`src/rtl/tff_pkg.sv`:
```
// Shared definitions for the toggle-cell counter: mode field width and encodings.
package tff_pkg;

    localparam int MODE_W = 3;

    localparam logic [MODE_W-1:0] MODE_HOLD   = 3'b000;
    localparam logic [MODE_W-1:0] MODE_UP     = 3'b001;
    localparam logic [MODE_W-1:0] MODE_DOWN   = 3'b010;
    localparam logic [MODE_W-1:0] MODE_LOAD   = 3'b011;
    localparam logic [MODE_W-1:0] MODE_TOGGLE = 3'b100;
    localparam logic [MODE_W-1:0] MODE_CLEAR  = 3'b101;

endpackage

```
`src/rtl/tff_counter_t_cell.sv`:
```
// Single-bit toggle flip-flop with enable and synchronous active-high reset.
module t_cell #(
    parameter bit RST_BIT = 1'b0
) (
    input  logic clk_i,
    input  logic rst_i,
    input  logic en_i,
    input  logic t_i,
    output logic q_o
);

    logic q_q;
    logic q_d;

    assign q_d = q_q ^ (en_i & t_i);

    // Flip the stored bit when enabled and asked to toggle; reset forces RST_BIT.
    always_ff @(posedge clk_i) begin
        if (rst_i) begin
            q_q <= RST_BIT;
        end else begin
            q_q <= q_d;
        end
    end

    assign q_o = q_q;

endmodule

```
`src/rtl/tff_counter.sv`:
```
// Multi-mode counter/register built from a row of toggle cells.
// The next value is computed as a whole word; each cell is told to toggle
// wherever the current and next values differ.
module tff_counter
    import tff_pkg::*;
#(
    parameter int WIDTH    = 8,
    parameter int MODULUS  = 2 ** WIDTH,
    parameter bit SATURATE = 1'b0,
    parameter int RST_VAL  = 0
) (
    input  logic              clk,
    input  logic              rst,
    input  logic              en,
    input  logic [MODE_W-1:0] mode,
    input  logic [WIDTH-1:0]  t_mask,
    input  logic [WIDTH-1:0]  load_val,
    input  logic              clr_ovf,
    output logic [WIDTH-1:0]  q,
    output logic [WIDTH-1:0]  qn,
    output logic              tc,
    output logic              ovf
);

    // Range limits held one bit wider so MODULUS = 2**WIDTH is representable.
    localparam logic [WIDTH:0]   MOD_X   = (WIDTH+1)'(MODULUS);
    localparam logic [WIDTH:0]   MAX_X   = (WIDTH+1)'(MODULUS - 1);
    localparam logic [WIDTH-1:0] MAX_V   = WIDTH'(MODULUS - 1);
    localparam logic [WIDTH-1:0] RST_VEC = WIDTH'(RST_VAL);

    if ((MODULUS < 2) || (MODULUS > (2 ** WIDTH)) || (RST_VAL < 0) || (RST_VAL >= MODULUS)) begin : g_param_check
        $error("tff_counter: illegal MODULUS/RST_VAL for the chosen WIDTH");
    end

    logic [WIDTH-1:0] cnt_q;
    logic [WIDTH-1:0] next_d;
    logic [WIDTH-1:0] tog_val;
    logic [WIDTH:0]   cnt_x;
    logic             range_evt;
    logic             set_ovf;
    logic             tc_q;
    logic             tc_d;
    logic             ovf_q;
    logic             ovf_d;

    assign cnt_x   = {1'b0, cnt_q};
    assign tog_val = cnt_q ^ t_mask;

    // Next-value selection. Increments/decrements are only taken away from the
    // range ends, so the WIDTH-bit add/subtract can never overflow.
    always_comb begin
        next_d    = cnt_q;
        range_evt = 1'b0;
        set_ovf   = 1'b0;
        if (en) begin
            case (mode)
                MODE_UP: begin
                    if (cnt_x == MAX_X) begin
                        range_evt = 1'b1;
                        next_d    = SATURATE ? MAX_V : '0;
                    end else begin
                        next_d = cnt_q + WIDTH'(1);
                    end
                end
                MODE_DOWN: begin
                    if (cnt_q == '0) begin
                        range_evt = 1'b1;
                        next_d    = SATURATE ? '0 : MAX_V;
                    end else begin
                        next_d = cnt_q - WIDTH'(1);
                    end
                end
                MODE_LOAD: begin
                    if ({1'b0, load_val} >= MOD_X) begin
                        next_d  = MAX_V;
                        set_ovf = 1'b1;
                    end else begin
                        next_d = load_val;
                    end
                end
                MODE_TOGGLE: begin
                    if ({1'b0, tog_val} >= MOD_X) begin
                        next_d  = MAX_V;
                        set_ovf = 1'b1;
                    end else begin
                        next_d = tog_val;
                    end
                end
                MODE_CLEAR: begin
                    next_d = '0;
                end
                default: begin
                    next_d = cnt_q;
                end
            endcase
        end
    end

    assign tc_d = range_evt;

    // Sticky flag: a new set wins over a clear, clear wins over hold.
    always_comb begin
        if (range_evt || set_ovf) begin
            ovf_d = 1'b1;
        end else if (clr_ovf) begin
            ovf_d = 1'b0;
        end else begin
            ovf_d = ovf_q;
        end
    end

    // Register the terminal-count pulse and the sticky overflow flag.
    always_ff @(posedge clk) begin
        if (rst) begin
            tc_q  <= 1'b0;
            ovf_q <= 1'b0;
        end else begin
            tc_q  <= tc_d;
            ovf_q <= ovf_d;
        end
    end

    for (genvar i = 0; i < WIDTH; i++) begin : g_cell
        t_cell #(
            .RST_BIT (RST_VEC[i])
        ) u_cell (
            .clk_i (clk),
            .rst_i (rst),
            .en_i  (en),
            .t_i   (cnt_q[i] ^ next_d[i]),
            .q_o   (cnt_q[i])
        );
    end

    assign q   = cnt_q;
    assign qn  = ~cnt_q;
    assign tc  = tc_q;
    assign ovf = ovf_q;

endmodule

```
`config.mk`:
```
export PLATFORM = sky130hd
export DESIGN_NAME = tff_counter
export DESIGN_NICKNAME = d
export VERILOG_FILES = /design/src/rtl/tff_pkg.sv /design/src/rtl/tff_counter_t_cell.sv /design/src/rtl/tff_counter.sv
export SDC_FILE = /design/constraint.sdc
export NUM_CORES = 1
export LEC_CHECK = 0
export BUFFER_PORTS_ARGS = -buffer_cell sky130_fd_sc_hd__buf_2
export CAP_MARGIN = 40
export CORE_MARGIN = 4
export CORE_UTILIZATION = 50
export CTS_CLUSTER_SIZE = 24
export DETAILED_ROUTE_END_ITERATION = 7
export PLACE_DENSITY = 0.77
export SYNTH_ARGS = -nofsm -noshare
export SYNTH_HDL_FRONTEND = slang
export SYNTH_SLANG_ARGS = --single-unit
```
`constraint.sdc`:
```
create_clock -name clk -period 2.26 [get_ports clk]
set_input_delay 0.339 -clock clk [delete_from_list [all_inputs] [get_ports clk]]
set_output_delay 0.339 -clock clk [all_outputs]
set_load 0.01 [all_outputs]
```
; After elaboration in Yosys (flattened, before gate mapping)
; Index checks and enable logic that the tools add are counted.
[word_totals]
regBits = 10
inputBits = 23
output_inout_bits = 18
wordCells = 56
[classes]
addsub = 2
eq_ne = 6
mux = 10
bitwise = 26
n_reduce_logical = 2
[op_table]
columns = operator, n
row1 = 8-bit one-hot mux with 5 select lines, 1
row2 = 8-bit 2-to-1 mux, 3
row3 = 1-bit XOR, 16
row4 = "8-bit by 1-bit adder with 8-bit output, second input constant", 1
row5 = 1-bit AND, 8
row6 = "8-bit equality test, second input constant", 1
row7 = 8-bit zero test, 1
row8 = 8-bit NOT, 1
row9 = "8-bit by 1-bit subtractor with 8-bit output, second input constant", 1
row10 = 8-bit XOR, 1
row11 = "3-bit by 2-bit equality test with 1-bit output, second input constant", 2
row12 = "3-bit equality test, second input constant", 2
row13 = 1-bit 2-to-1 mux, 5
row14 = "3-bit by 1-bit equality test with 1-bit output, second input constant", 1
row15 = 1-bit one-hot mux with 2 select lines, 1
row16 = 2-bit nonzero test, 1

; Logic depth before layout (Yosys ltp)
; Gate-level depths: netlist of the first run.
[depth]
ltp_word = 7
mapped_depth = 7
depth_no_buf = 6

; By module
; Synthesis of the first run repeated with hierarchy kept, for this count alone.
[unflattened]
cells_unflattened = 167
area_unflattened_um2 = 1273.7
[by_module_without_submodules]
columns = mod, instances, cells_per_inst, area_per_inst_um2, seq_area_each_um2
row1 = tff_counter, 1, 135, 903.4, 40.0
row2 = t_cell, 8, 4, 46.3, 20.0

; Worst setup path after synthesis of the first run
; No wires, ideal clock.
[synth_timing]
kind = register to register
from = reg (tool-made name)
to = reg (tool-made name)
setup_ns = 0.133
t_arrival_ns = 1.759
t_required_ns = 2.127
path_slack_ns = 0.367
path_stages_with_launch = 8
n_path_buf = 1
synth_period_minus_slack_ns = 1.893
path_cell_list = dfxtp_1 > clkbuf_1 > inv_1 > ha_1 > or3b_2 > o31ai_1 > a32o_1 > a311oi_1

==> flow_summary.toml, run 1 <==
[sta]
rsz0062_at_grt = "no"
part_of_the_cycle_the_worst_path_needs_pct = 88.8
totalNegativeSetupSlack_ps = 0
maxClockFrequency_mhz = 498
worst_slew_pin_slew_ps = 556
fin_worst_skew_ps = 4.01
final-setup-viol-count = 0
timing.final.max_slew_violations = 0
layout_min_cycle_time_ps = 2010
maxSlewHeadroom_pct = 62.9
finalHoldViolCount = 0
whs_ps = 322

[drt]
wirelength_mm = 3.40
via_count = 1313
dr.first_iter.drc_count = 55
post_drt_wl_per_cell_um = 16.5
detail_route.first_pass.iterations = 5
drcViolationCount = 0
ant_nets = 0
viasPerCell = 6.37

[pwr]
power.net_switching_w = 0.000236
logic_pwr_share_pct = 36.8
swShare_pct = 37.7
clk_network_pwr_share_pct = 27.6
power_w = 0.000628
worst_ir_drop_vdd_v = 0.000258
share_seq_of_total_power_pct = 35.6
power_density_nw_per_um2 = 473
internal_power_w = 0.000391
leak_pwr_nw = 0.530

[die]
initial_cell_density_of_the_core_pct = 52.5
die_height_um = 56.5
horiz_die_dim_um = 56.5
core_um2 = 2230
die_area_um2 = 3190
num_io_pins = 41
floorplan.rows = 17

[synth]
mappedNetlistArea_um2 = 1170
synth_ff_type = "sky130_fd_sc_hd__dfxtp_1"
avgSynthCellArea_um2 = 7.67
postSynthCellCount = 153
edff_count_synth = 0
synth.yosys.warnings = 0
synth-async-reset-ratio_pct = 0
yosysSeqAreaShare_pct = 17.1
yosys.cell_types.count = 52
ys_seq_elements = 10
syn_nets = 179

[run_status]
run_status = "complete, no violations"

[global_route]
antenna_found_initial = 0
grt_pass1_wl_mm = 5.42
maximum_number_of_pins_on_one_net_before_global_route_repair = 18
total_grt_usage_pct = 21.3
first_global_vias = 1154
gr-total-overflow = 0

[worst_setup_path]
path_class = "flop to flop"
setup.worst_path.start_class = "flop"
cp.arrival_ps = 2160
worstPathRequired_ps = 2420
critical_path_peak_fanout = 12
cp-end-kind = "flop"

[clocking]
cts.clk_slew.worst_paths_ps = 80
htreeDepth = 1
clock_sinks = 10
clock-root-buffer = "sky130_fd_sc_hd__clkbuf_4"
cts_tree = "built"
post_cts.resized_instances = 0
clock_insertion_delay_worst_skew_ps = 280
cts.repair_timing.setup_buffer_count = 0
tritoncts.num_buffers = 3
clockBufferDepth = 2
cts_hold_buffers = 0

[finish]
final_nets = 205
antenna_cells_inserted = 0
post_route_cells_drive_above_1_share_pct = 30.3
layoutNonFillerInstCount = 206
area_delta_synth_final_pct = 13.0

[run]
timing.max_cap.violations = 0

[placed_design]
placement.io_buffers = 40
post-dp-hpwl_mm = 2.52
numPlacedInstances = 202
finalWeightedCongestion = 0.953

[min_path]
hold_class = "input port to flop"
## through the flow
| stage | area [um^2] | util (%) | setup slack, ps |
|---|---|---|---|
| after floorplan | 1170 | - | 367 |
| after global placement | 1290 | 57.8 | 445 |
| after detailed placement | 1290 | 57.8 | 307 |
| after CTS | 1330 | 59.4 | 297 |
| after global routing | 1330 | 59.4 | 165 |
| final | 1330 | 59.4 | 254 |
## Yosys cell counts (all sizes together) (4+ instances only)
master  count  share of area, %
a21oi       4               1.7
a311oi      6               4.5
buf        16               9.5
clkbuf      4               1.3
dfxtp      10                17
inv        11               3.5
nand2       6               1.9
nand2b      4               2.1
nand3       7               3.0
nor2       12               4.1
nor3        5               2.1
nor3b       5               4.6
o21ai       9               4.2
## final cells by class
type / count / area, um^2
inverter: 11 / 41.3
tap: 28 / 35.0
sequential: 10 / 200
fill: 216 / 907
clock buffer: 4 / 36.3
timing repair buffer: 41 / 208
multi-input combinational: 112 / 806
## power groups by stage
| stage | combinational (W) | clock (W) | sequential [W] |
|---|---|---|---|
| global placement | 0.000223 | 0 | 0.000225 |
| detailed placement | 0.000226 | 0 | 0.000226 |
| CTS | 0.000228 | 0.000177 | 0.000222 |
| floorplan | 0.000194 | 0 | 0.000202 |
| global route | 0.000251 | 0.000190 | 0.000226 |
| finish | 0.000231 | 0.000173 | 0.000223 |
## cell families after synthesis
| logic type | after synthesis | share of synthesized area [%] |
|---|---|---|
| AND/OR/NAND/NOR | 59 | 32.4 |
| flip-flops | 10 | 17.1 |
| XOR/XNOR | 6 | 4.48 |
| buffers and inverters | 31 | 14.3 |
| AO/OA/AOI/OAI | 44 | 28.6 |
| adder cells (fa/ha/maj) | 3 | 3.20 |
## cell usage in the layout (no fill, tap or decap), drive strengths merged, types with 3 or more instances in the layout
cell type and instances:
a21oi 4, a221o 3, a311oi 6, buf 41
clkbuf 4, dfxtp 10, ha 3, inv 11
nand2 6, nand2b 4, nand3 7, nand4 3
nor2 12, nor3 5, nor3b 5, o21ai 9
o221ai 3, xnor2 3, xor2 3
## routing by layer
layer	vias to the layer above	global-route usage [%]	wire length [um]
li1	621	-	-
met1	588	28.6	1410
met2	96	31.5	1530
met3	8	6.21	392
met4	0	8.81	61
met5	-	0	0
## worst max-delay path, cell delays in order (launching register included)
cell and delay, ps:
sky130_fd_sc_hd__dfxtp_1 420, sky130_fd_sc_hd__inv_1 190, sky130_fd_sc_hd__ha_1 230, sky130_fd_sc_hd__or3b_2 470, sky130_fd_sc_hd__o31ai_1 260, sky130_fd_sc_hd__a32o_1 230, sky130_fd_sc_hd__a311oi_1 80
## final timing paths
kind	to	startpoint	slack [ps]	cells after the start
setup / recovery	flop	flop	250	6
hold / removal	ovf$_SDFFE_PP0P_	clr_ovf	320	3
hold reg to reg	ovf$_SDFFE_PP0P_	ovf$_SDFFE_PP0P_	480	2
setup reg to reg	flop	flop	250	6
Power figures use the tool's default switching activity.
==> inputs of run 2 (changes only) <==
--- a/config.mk
+++ b/config.mk
@@ -7,11 +7,12 @@
 export LEC_CHECK = 0
 export BUFFER_PORTS_ARGS = -buffer_cell sky130_fd_sc_hd__buf_2
 export CAP_MARGIN = 40
-export CORE_MARGIN = 4
+export CORE_MARGIN = 2
 export CORE_UTILIZATION = 50
 export CTS_CLUSTER_SIZE = 24
 export DETAILED_ROUTE_END_ITERATION = 7
 export PLACE_DENSITY = 0.77
+export SLEW_MARGIN = 10
 export SYNTH_ARGS = -nofsm -noshare
 export SYNTH_HDL_FRONTEND = slang
 export SYNTH_SLANG_ARGS = --single-unit
==> run 2 against run 1 <==
Compared with the run above:
- power is 1.3% lower
- critical path depth stayed put
- cell count is 0.49% higher
- hold slack better by 8.4 ps
- non-clock buffer count is 1 higher
- sequential share of layout area is 0.085 points lower
- combinational power hardly changed
- die area is 14% lower
- final area is 0.57% higher
- routed wire length is 6.1% lower
- setup slack better by 96 ps
- fmax is 5.0% higher
==> flow_summary.toml, run 2 (same netlist as run 1, synthesis figures left out) <==
[die]
core_um2 = 2210
num_io_pins = 41
initial_cell_density_of_the_core_pct = 53.1
die_height_um = 52.5
floorplan.rows = 17
die_area_um2 = 2750
horiz_die_dim_um = 52.5

[min_path]
timing.hold.worst_path_depth = 2
hold_class = "input port to flop"

[worst_setup_path]
largest_stage_delay_on_the_critical_path_ps = 470
cp_cell_sequence = "inv_1 > ha_1 > or3b_2 > o31ai_1 > a32o_1 > a311oi_1"
cp.arrival_ps = 2050
r2r.worst_path.cells = 6
critical_path_peak_fanout = 12
setup.worst_path.start_class = "flop"
critical-path-slowest-cell = "sky130_fd_sc_hd__or3b_2"
cp-end-kind = "flop"
path_class = "flop to flop"
worstPathRequired_ps = 2400

[finish]
layout_commonest_cell = "sky130_fd_sc_hd__buf_2"
final_nets = 206
top_library_cells_by_usage_in_the_layout_fill_and_taps_aside = "sky130_fd_sc_hd__buf_2, sky130_fd_sc_hd__inv_1, sky130_fd_sc_hd__nor2_1"
fillCellCount = 215
area_delta_synth_final_pct = 13.6
layoutNonFillerInstCount = 207
post_route_cells_drive_above_1_share_pct = 30.7
antenna_cells_inserted = 0

[clocking]
post_cts.resized_instances = 0
clockBufferDepth = 2
htreeDepth = 1
cts_hold_buffers = 0
tritoncts.num_buffers = 3
clock-root-buffer = "sky130_fd_sc_hd__clkbuf_4"
cts.repair_timing.setup_buffer_count = 0
clock_sinks = 10
cts_tree = "built"
clock_insertion_delay_worst_skew_ps = 260
cts.clk_slew.worst_paths_ps = 70

[sta]
finalHoldViolCount = 0
final-setup-viol-count = 0
part_of_the_cycle_the_worst_path_needs_pct = 84.5
layout_min_cycle_time_ps = 1910
rsz0062_at_grt = "no"
maxSlewHeadroom_pct = 68.6
timing.final.max_slew_violations = 0
totalNegativeSetupSlack_ps = 0
fin_worst_skew_ps = 0.850
maxClockFrequency_mhz = 524
worst_slew_pin_slew_ps = 470

[pwr]
worst_ir_drop_vdd_v = 0.000232
leak_pwr_nw = 0.535
power_w = 0.000619
power_density_nw_per_um2 = 464

[placed_design]
post-dp-hpwl_mm = 2.47
finalWeightedCongestion = 0.985
placement.io_buffers = 40
numPlacedInstances = 203

[drt]
detail_route.first_pass.iterations = 4
viasPerCell = 6.24
post_drt_wl_per_cell_um = 15.4
ant_nets = 0
drcViolationCount = 0
via_count = 1291
dr.first_iter.drc_count = 66
wirelength_mm = 3.19

[global_route]
antenna_found_initial = 0
total_grt_usage_pct = 25.5
grt_pass1_wl_mm = 5.36
maximum_number_of_pins_on_one_net_before_global_route_repair = 18
gr-total-overflow = 0
first_global_vias = 1225

[run]
timing.max_cap.violations = 0

[run_status]
run_status = "complete, no violations"
[run 2: cell count changes in the layout (fill, tap and decap cells not counted)]
cell / delta
sky130_fd_sc_hd__buf_4: +1
[run 2: layer usage]
layer	vias up	share of wire [%]	GRT usage, %
li1	620	-	-
met1	590	41	35.1
met2	75	48	40.6
met3	6	9.2	2.57
met4	0	1.6	9.83
met5	-	0	0
[run 2: area by class of cell]
| type | instances | area [um^2] | share of cell area (%) |
|---|---|---|---|
| tap | 28 | 35.0 | 2.63 |
| timing repair buffer | 42 | 215 | 16.1 |
| sequential | 10 | 200 | 15.0 |
| multi-input combinational | 112 | 806 | 60.4 |
| inverter | 11 | 41.3 | 3.10 |
| clock buffer | 4 | 36.3 | 2.72 |
[run 2: critical path: cells and delay by family (launching register included)]
family	cells	cell delay, ps
compound gates	3	470
buf+inv	1	190
simple gates	1	470
fa+ha+maj	1	240
flops	1	410
[run 2: final timing paths]
path | startpoint | to | slack, ps
max reg2reg | flop | flop | 350
max | flop | flop | 350
min reg2reg | ovf$_SDFFE_PP0P_ | ovf$_SDFFE_PP0P_ | 490
min | en | flop | 330
[run 2: where the power goes]
group | leakage [nW] | internal, W | switching [W]
Sequential | 0.0821 | 0.000188 | 0.0000315
Clock | 0.0210 | 0.0000978 | 0.0000695
Combinational | 0.432 | 0.000107 | 0.000126
[run 2: per-stage QoR]
step / utilization [%] / area, um^2 / hold slack [ps] / worst slack [ps]
2_1_floorplan: - / 1170 / 448 / 367
3_3_place_gp: 58.7 / 1300 / 457 / 437
3_5_place_dp: 58.7 / 1300 / 485 / 374
4_1_cts: 60.3 / 1330 / 324 / 372
5_1_grt: 60.3 / 1330 / 322 / 212
6_report: 60.3 / 1330 / 331 / 350
==> inputs of run 3 (changes only) <==
--- a/config.mk
+++ b/config.mk
@@ -5,6 +5,7 @@
 export SDC_FILE = /design/constraint.sdc
 export NUM_CORES = 1
 export LEC_CHECK = 0
+export ABC_AREA = 1
 export BUFFER_PORTS_ARGS = -buffer_cell sky130_fd_sc_hd__buf_2
 export CAP_MARGIN = 40
 export CORE_MARGIN = 2
==> constraint.sdc (replaced) <==
create_clock -name clk -period 1.95 [get_ports clk]
set_input_delay 0.2925 -clock clk [delete_from_list [all_inputs] [get_ports clk]]
set_output_delay 0.2925 -clock clk [all_outputs]
set_load 0.01 [all_outputs]
==> run 3 against run 2 <==
Compared with the run above:
- first-iteration DRC count down 29%
- critical path depth up 2
- fmax up 19%
- critical path type unchanged
- highest routed layer unchanged
==> flow_summary.toml, run 3 <==
[run_status]
run_status = "complete, no violations"

[pwr]
power_density_nw_per_um2 = 529
leak_pwr_nw = 0.699
worst_ir_drop_vdd_v = 0.000300
power_w = 0.000720

[die]
die_area_um2 = 2710
num_io_pins = 41
core_um2 = 2190
die_height_um = 52.1
floorplan.rows = 17
horiz_die_dim_um = 52.1
initial_cell_density_of_the_core_pct = 52.8

[finish]
layoutNonFillerInstCount = 261
layout_commonest_cell = "sky130_fd_sc_hd__nand2_1"
multi_input_area_um2 = 772
antenna_cells_inserted = 0
post_route_cells_drive_above_1_share_pct = 28.3
finalCoreUtilization_pct = 62.1
final_nets = 260
final_area_um2 = 1360
fillCellCount = 242
area_delta_synth_final_pct = 17.6
top_library_cells_by_usage_in_the_layout_fill_and_taps_aside = "sky130_fd_sc_hd__nand2_1, sky130_fd_sc_hd__buf_2, sky130_fd_sc_hd__nor2_1"
layout.area.seq_um2 = 200

[synth]
avgSynthCellArea_um2 = 5.81
netlist_top_cells_count = "sky130_fd_sc_hd__nand2_1, sky130_fd_sc_hd__nor2_1, sky130_fd_sc_hd__nand3_1"
synth.yosys.warnings = 0
postSynthCellCount = 199
yosysSeqAreaShare_pct = 17.3
edff_count_synth = 0
synth.area.top_cells = "sky130_fd_sc_hd__nand2_1, sky130_fd_sc_hd__dfxtp_1, sky130_fd_sc_hd__nand3_1"
syn_nets = 225
synth_ff_type = "sky130_fd_sc_hd__dfxtp_1"
synth_top_area_cell = "sky130_fd_sc_hd__nand2_1"
mappedNetlistArea_um2 = 1160
synthDominantCellAreaShare_pct = 17.5
yosys.cell_types.count = 30
most_common_cell_in_the_synthesized_netlist = "sky130_fd_sc_hd__nand2_1"
synth-async-reset-ratio_pct = 0
ys_seq_elements = 10

[drt]
ant_nets = 0
via_count = 1358
wirelength_mm = 3.16
drcViolationCount = 0
detail_route.first_pass.iterations = 4
viasPerCell = 5.20
post_drt_wl_per_cell_um = 12.1
dr.first_iter.drc_count = 47

[worst_setup_path]
cp.arrival_ps = 1780
critical_path_peak_fanout = 9
worstPathRequired_ps = 2120
cp_cell_sequence = "inv_1 > ha_1 > inv_1 > nor2_1 > o21ai_0 > nand3_1 > nor3_1 > nor2_1"
critical-path-slowest-cell = "sky130_fd_sc_hd__dfxtp_1"
largest_stage_delay_on_the_critical_path_ps = 440
cp-end-kind = "flop"
setup.worst_path.start_class = "flop"
path_class = "flop to flop"

[global_route]
gr-usage-met3_pct = 3.74
grt_pass1_wl_mm = 5.20
first_global_vias = 1201
maximum_number_of_pins_on_one_net_before_global_route_repair = 13
antenna_found_initial = 0
grt_most_used_layer = "met2"
gr-total-overflow = 0
global_route.usage.met1_pct = 35.3
global_route_met2_usage_pct = 41.4
total_grt_usage_pct = 26.1

[sta]
fin_worst_skew_ps = 4.67
timing.final.max_slew_violations = 0
rsz0062_at_grt = "no"
finalHoldViolCount = 0
final-setup-viol-count = 0
worst_slew_pin_slew_ps = 410
totalNegativeSetupSlack_ps = 0
layout_min_cycle_time_ps = 1610
part_of_the_cycle_the_worst_path_needs_pct = 82.5
maxSlewHeadroom_pct = 72.6
maxClockFrequency_mhz = 622

[clocking]
cts.clk_slew.worst_paths_ps = 70
post_cts.resized_instances = 0
cts_tree = "built"
clock-root-buffer = "sky130_fd_sc_hd__clkbuf_4"
tritoncts.num_buffers = 3
cts.repair_timing.setup_buffer_count = 0
clock_insertion_delay_worst_skew_ps = 280
cts_hold_buffers = 0
clockBufferDepth = 2
clock_sinks = 10
htreeDepth = 1

[min_path]
hold_class = "input port to flop"

[placed_design]
placement.io_buffers = 40
post-dp-hpwl_mm = 2.46
numPlacedInstances = 257
detailed_place.area_um2 = 1320
finalWeightedCongestion = 0.965

[run]
timing.max_cap.violations = 0
==> run 3: layout make-up <==
class	instances	share of cell area, %
Clock buffer	4	2.67
Inverter	25	6.90
Multi-Input combinational cell	151	56.8
Sequential cell	10	14.7
Tap cell	28	2.58
Timing Repair Buffer	43	16.4
==> run 3: worst paths after layout <==
kind | start | end | slack (ps) | depth (start not counted)
worst max register to register | flop | flop | 340 | 8
worst min-delay path | rst | flop | 240 | 2
worst min register to register | ovf$_SDFFE_PP0P_ | ovf$_SDFFE_PP0P_ | 470 | 2
worst max-delay path | flop | flop | 340 | 8
==> run 3: through the flow <==
| stage | hold WS, ps | setup WS, ps |
|---|---|---|
| final | 244 | 342 |
| after global routing | 245 | 157 |
| after CTS | 237 | 359 |
| after detailed placement | 467 | 379 |
| after global placement | 465 | 415 |
| after floorplan | 362 | 489 |
==> run 3: routing by layer <==
| layer | vias up | routed length (um) | share of wire, % |
|---|---|---|---|
| met3 | 7 | 217 | 6.9 |
| li1 | 695 | - | - |
| met5 | - | 0 | 0 |
| met2 | 52 | 1470 | 46 |
| met1 | 604 | 1420 | 45 |
| met4 | 0 | 60 | 1.9 |
==> run 3: critical path, delay by kind of cell, from the launching register on <==
kind,cells,cell delay [ps]
adders and majority gates,1,270
buffers and inverters,2,260
AOI/OAI and AO/OA,1,180
and+or+nand+nor,4,360
DFF,1,440
==> run 3: power breakdown <==
part           total [W]  internal, W  switching, W
logic           0.000277     0.000110      0.000167
registers       0.000242     0.000217     0.0000250
clock network   0.000201     0.000114     0.0000869
total           0.000720     0.000441      0.000278
==> run 3: cell families after synthesis <==
logic type	share of synthesized area, %
adders and majority gates	3.25
AOI/OAI and AO/OA	13.4
buffers and inverters	15.9
xor gates and xnor gates	5.30
and+or+nand+nor	44.8
DFF	17.3
